File: src/rtl/fifo_uart_tx.sv
// UART transmitter that pops bytes from an upstream synchronous FIFO and
// serializes them as 8N1 or 8E1 frames, LSB first, with a registered tx line.
module fifo_uart_tx #(
  parameter int CLKS_PER_BIT = 16,
  parameter int PARITY_EN    = 0
) (
  input  logic       clk,
  input  logic       rst,
  input  logic       fifo_empty,
  input  logic [7:0] fifo_data,
  output logic       fifo_rd_en,
  output logic       tx,
  output logic       busy,
  output logic       frame_done
);
  // state  | meaning
  // IDLE   | line high, pop the FIFO when it holds data
  // FETCH  | capture FIFO read data into the shift register
  // START  | start bit (low)
  // DATA   | 8 data bits, LSB first
  // PARITY | even parity bit (PARITY_EN=1 only)
  // STOP   | stop bit (high), frame_done on its last cycle

  localparam int CW = (CLKS_PER_BIT > 1) ? $clog2(CLKS_PER_BIT) : 1;
  localparam logic [CW-1:0] BAUD_LAST = CW'(CLKS_PER_BIT - 1);

  typedef enum logic [2:0] {IDLE, FETCH, START, DATA, PARITY, STOP} state_t;

  state_t        state, state_nxt;
  logic [CW-1:0] baud_cnt, baud_cnt_nxt;
  logic [2:0]    bit_idx, bit_idx_nxt;
  logic [7:0]    shreg, shreg_nxt;
  logic          par_bit, par_bit_nxt;
  logic          tx_nxt;
  logic          baud_last;

  assign baud_last  = (baud_cnt == BAUD_LAST);
  // Gated by rst so a FIFO holding data is never popped while in reset.
  assign fifo_rd_en = rst && (state == IDLE) && !fifo_empty;
  assign busy       = (state != IDLE);
  assign frame_done = (state == STOP) && baud_last;

  always_ff @(posedge clk or negedge rst) begin
    if (!rst) begin
      state    <= IDLE;
      baud_cnt <= '0;
      bit_idx  <= '0;
      shreg    <= '0;
      par_bit  <= 1'b0;
      tx       <= 1'b1;
    end else begin
      state    <= state_nxt;
      baud_cnt <= baud_cnt_nxt;
      bit_idx  <= bit_idx_nxt;
      shreg    <= shreg_nxt;
      par_bit  <= par_bit_nxt;
      tx       <= tx_nxt;
    end
  end

  always_comb begin
    state_nxt    = state;
    baud_cnt_nxt = baud_cnt + CW'(1);
    bit_idx_nxt  = bit_idx;
    shreg_nxt    = shreg;
    par_bit_nxt  = par_bit;
    tx_nxt       = 1'b1;
    case (state)
      IDLE: begin
        baud_cnt_nxt = '0;
        if (fifo_rd_en) state_nxt = FETCH;
      end
      FETCH: begin
        baud_cnt_nxt = '0;
        shreg_nxt    = fifo_data;
        par_bit_nxt  = ^fifo_data;
        state_nxt    = START;
      end
      START: begin
        if (baud_last) begin
          baud_cnt_nxt = '0;
          state_nxt    = DATA;
        end
      end
      DATA: begin
        if (baud_last) begin
          baud_cnt_nxt = '0;
          shreg_nxt    = {1'b0, shreg[7:1]};
          bit_idx_nxt  = bit_idx + 3'd1;
          if (bit_idx == 3'd7) state_nxt = (PARITY_EN != 0) ? PARITY : STOP;
        end
      end
      PARITY: begin
        if (baud_last) begin
          baud_cnt_nxt = '0;
          state_nxt    = STOP;
        end
      end
      STOP: begin
        if (baud_last) begin
          baud_cnt_nxt = '0;
          state_nxt    = IDLE;
        end
      end
      default: state_nxt = IDLE;
    endcase
    // tx follows the next state so the registered line lines up with the state.
    case (state_nxt)
      START:   tx_nxt = 1'b0;
      DATA:    tx_nxt = shreg_nxt[0];
      PARITY:  tx_nxt = par_bit_nxt;
      default: tx_nxt = 1'b1;
    endcase
  end
endmodule

File: config.mk
export PLATFORM = sky130hd
export DESIGN_NAME = fifo_uart_tx
export DESIGN_NICKNAME = d
export VERILOG_FILES = /design/src/rtl/fifo_uart_tx.sv
export SDC_FILE = /design/constraint.sdc
export NUM_CORES = 1
export LEC_CHECK = 0
export ABC_AREA = 1
export ABC_CLOCK_PERIOD_IN_PS = 1300
export BUFFER_PORTS_ARGS = -buffer_cell sky130_fd_sc_hd__clkbuf_2
export CORE_MARGIN = 2
export CORE_UTILIZATION = 51
export DETAILED_ROUTE_END_ITERATION = 10
export GPL_TIMING_DRIVEN = 0
export PLACE_DENSITY = 0.74
export SKIP_CTS_REPAIR_TIMING = 1
export SLEW_MARGIN = 10
export SYNTH_ARGS = -nofsm -noshare
export SYNTH_HDL_FRONTEND = slang
export SYNTH_SLANG_ARGS = --single-unit
File: constraint.sdc
create_clock -name clk -period 1.3 [get_ports clk]
set_input_delay 0.26 -clock clk [delete_from_list [all_inputs] [get_ports clk]]
set_output_delay 0.26 -clock clk [all_outputs]
set_load 0.01 [all_outputs]
==> results.py <==
metrics = {
    "floorplan": {
        "initial_utilization_pct": 53.9,
        "ios": 15,
        "placeableCoreArea_um2": 2210,
        "placement_row_count": 17,
        "die_height_um": 52.4,
        "die_w_um": 52.4,
        "fp.dieArea_um2": 2740,
    },
    "yosys": {
        "synth_cell_type_count": 24,
        "seq_area_frac_synth_pct": 42.1,
        "synth-seq-cells": 20,
        "syn-cell-area_um2": 1190,
        "total_of_warnings_raised_by_yosys": 0,
        "syn-mean-instance-area_um2": 7.55,
        "synthesis.nets": 172,
        "synthesis.instances": 158,
    },
    "global_routing": {
        "groute.layer.met2.usage_pct": 35.4,
        "met3_usage_pct": 5.14,
        "total_overflow_reported_by_the_global_router": 0,
        "grt_use_total_pct": 18.9,
        "globalRouteMet1Util_pct": 21.6,
        "initial_antenna_violation_count": 0,
        "grt-busiest-layer": "met2",
        "first_pass_grt_wire_length_um": 3860,
        "first_global_vias": 937,
        "grt_start_max_net_pins": 22,
    },
    "critical_path": {
        "cp_cell_sequence": "buf_4 -> nand2_2 -> nor2_4 -> inv_4 -> nand2_1 -> nor2_2 -> nand3_1 -> nor2_4 -> a21oi_2",
        "cpMaxStageDelayCell": "sky130_fd_sc_hd__dfrtp_2",
        "timing.critical_path.to_type": "flip-flop",
        "worst_path_largest_cell_delay_ns": 0.48,
        "crit_fanout": 4,
        "path_class": "reg2reg",
        "timing.critical_path.arrival_ns": 1.76,
        "worst_setup_path_start_kind": "flip-flop",
        "worstPathRequired_ns": 1.55,
        "timing.critical_path.mode_cell": "sky130_fd_sc_hd__nor2_4",
    },
    "detailed_routing": {
        "detailedRoute.firstIterationViolations": 19,
        "routed_wirelength_um": 3160,
        "vias": 1152,
        "wl_per_cell_um": 14.2,
        "postRouteAntennaNets": 0,
        "drt_pre_antenna_iters": 5,
        "detail_route.vias_per_cell": 5.17,
        "post-route-drc-count": 0,
    },
    "cts": {
        "clock_sink_count": 20,
        "cts_max_path_buffers": 2,
        "numCtsBuffers": 3,
        "cts_tree": "built",
        "clk_pin_slew_ns": 0.12,
        "cts-htree-levels": 1,
        "insertion_delay_ns": 0.30,
        "cts-root-buf": "sky130_fd_sc_hd__clkbuf_4",
    },
    "sta": {
        "fin_crit_sh_pct": 116,
        "finalSetupViolations": 17,
        "worst-slew-pin-transition_ns": 0.886,
        "timing_max_transition_violations_final": 0,
        "layout_setup_ws_ns": -0.211,
        "timing.final.crit_period_ns": 1.51,
        "final_clock_skew_ns": 0.00770,
        "fmax_mhz": 662,
        "grt_setup_unrepaired": "yes",
        "timing.final.hold_violations": 0,
        "maxSlewHeadroom_pct": 40.7,
    },
    "job": {
        "maxCapViolations": 0,
    },
    "status": {
        "failed_checks": "setup timing",
        "outcome": "finished with violations",
    },
    "final_layout": {
        "fillerInstances": 144,
        "num_antenna_cells": 0,
        "synthToLayoutAreaGrowth_pct": 39.3,
        "stdcell_count": 223,
        "most-common-layout-cells": "sky130_fd_sc_hd__nand2_1, sky130_fd_sc_hd__inv_1, sky130_fd_sc_hd__dfrtp_1",
        "final_nets": 210,
        "layout_cells_sized_above_1_pct": 41.0,
        "layout_commonest_cell": "sky130_fd_sc_hd__nand2_1",
        "final_area_um2": 1660,
    },
    "place": {
        "dpl.cell_count": 200,
        "gp_congestion": 0.751,
        "place_area_um2": 1300,
        "detailedPlacementHpwl_um": 1590,
        "numPortBuffers": 14,
    },
    "pwr": {
        "power_density_nw_per_um2": 777,
        "power.leakage_uw": 0.000891,
        "ir_worst_vdd_uv": 880,
    },
    "worst_hold_path": {
        "hold_path_class": "in2reg",
    },
}
[cells in the mapped netlist (all sizes together)]
cell type | number | area share (%)
a21boi | 1 | 0.63
a21oi | 2 | 1.2
a22oi | 6 | 3.8
buf | 2 | 1.9
dfrtp | 19 | 40
dfstp | 1 | 2.2
ha | 3 | 3.1
inv | 23 | 7.2
nand2 | 65 | 21
nand3 | 10 | 5.7
nand3b | 1 | 0.63
nor2 | 20 | 9.3
nor3b | 1 | 0.63
o21ai | 1 | 0.73
or2 | 1 | 0.52
xor2 | 2 | 1.5
[path summary, 6_finish.rpt]
kind                              startpoint          to  slack [ns]  depth (start not counted)
worst max-delay path                state[0]          tx       -0.21                          9
worst min-delay path            fifo_data[7]    shreg[7]        0.20                          3
worst max register to register      state[0]          tx       -0.21                          9
worst min register to register    bit_idx[1]  bit_idx[1]        0.49                          2
max in group asynchronous                rst    state[2]        0.05                          2
min in group asynchronous                rst          tx        0.48                          2
[registers in the layout, indices dropped and copies added (netlist names)]
name,cells
tx,1
shreg,8
bit_idx,3
baud_cnt,4
par_bit,1
state,3
[cell type report]
| cell class | count | area [um^2] | share of cell area, % |
|---|---|---|---|
| multi-input combinational | 113 | 686 | 41.3 |
| sequential | 20 | 505 | 30.4 |
| timing repair buffer | 33 | 265 | 16.0 |
| inverter | 23 | 91.3 | 5.50 |
| tap | 28 | 35.0 | 2.11 |
| clock inverter | 1 | 30.0 | 1.81 |
| buffer | 2 | 26.3 | 1.58 |
| clock buffer | 3 | 22.5 | 1.36 |
[critical path, delay by kind of cell (launching register included)]
kind / cells / cell delay [ns]
and+or+nand+nor: 6 / 0.68
DFF: 1 / 0.48
buffers and inverters: 2 / 0.24
AOI/OAI and AO/OA: 1 / 0.05
[routing by layer]
metal / wire length (um) / part of all wire [%]
met1: 1270 / 40
met2: 1660 / 52
met3: 139 / 4.4
met4: 89 / 2.8
met5: 0 / 0
[metrics by stage]
stage	worst slack (ns)	total power, uW	utilization [%]	hold WS, ns	setup TNS [ns]
CTS	-0.330	1270	61.0	-0.0779	-1.33
finish	-0.211	1290	75.1	0.204	-1.85
floorplan	0.0119	717	-	-0.0356	0
detailed placement	-0.145	766	58.7	0.257	-0.408
global placement	-0.112	760	58.7	0.245	-0.214
global route	-0.296	1340	75.1	0.222	-3.99
[where the power goes]
part / internal, uW / switching [uW]
combinational: 50.4 / 83.2
clock: 311 / 199
sequential: 639 / 8.30
total: 1000 / 290
[cell families (layout without fill, tap and decap cells)]
kind of cell,count (synthesis),after routing,share of synthesized area [%]
AND/OR/NAND/NOR,98,98,37.9
buffers and inverters,25,62,9.13
flip-flops,20,20,42.1
AO/OA/AOI/OAI,10,10,6.30
adder cells (fa/ha/maj),3,3,3.15
XOR/XNOR,2,2,1.47
Note: power is estimated with default switching activity, not from simulation.
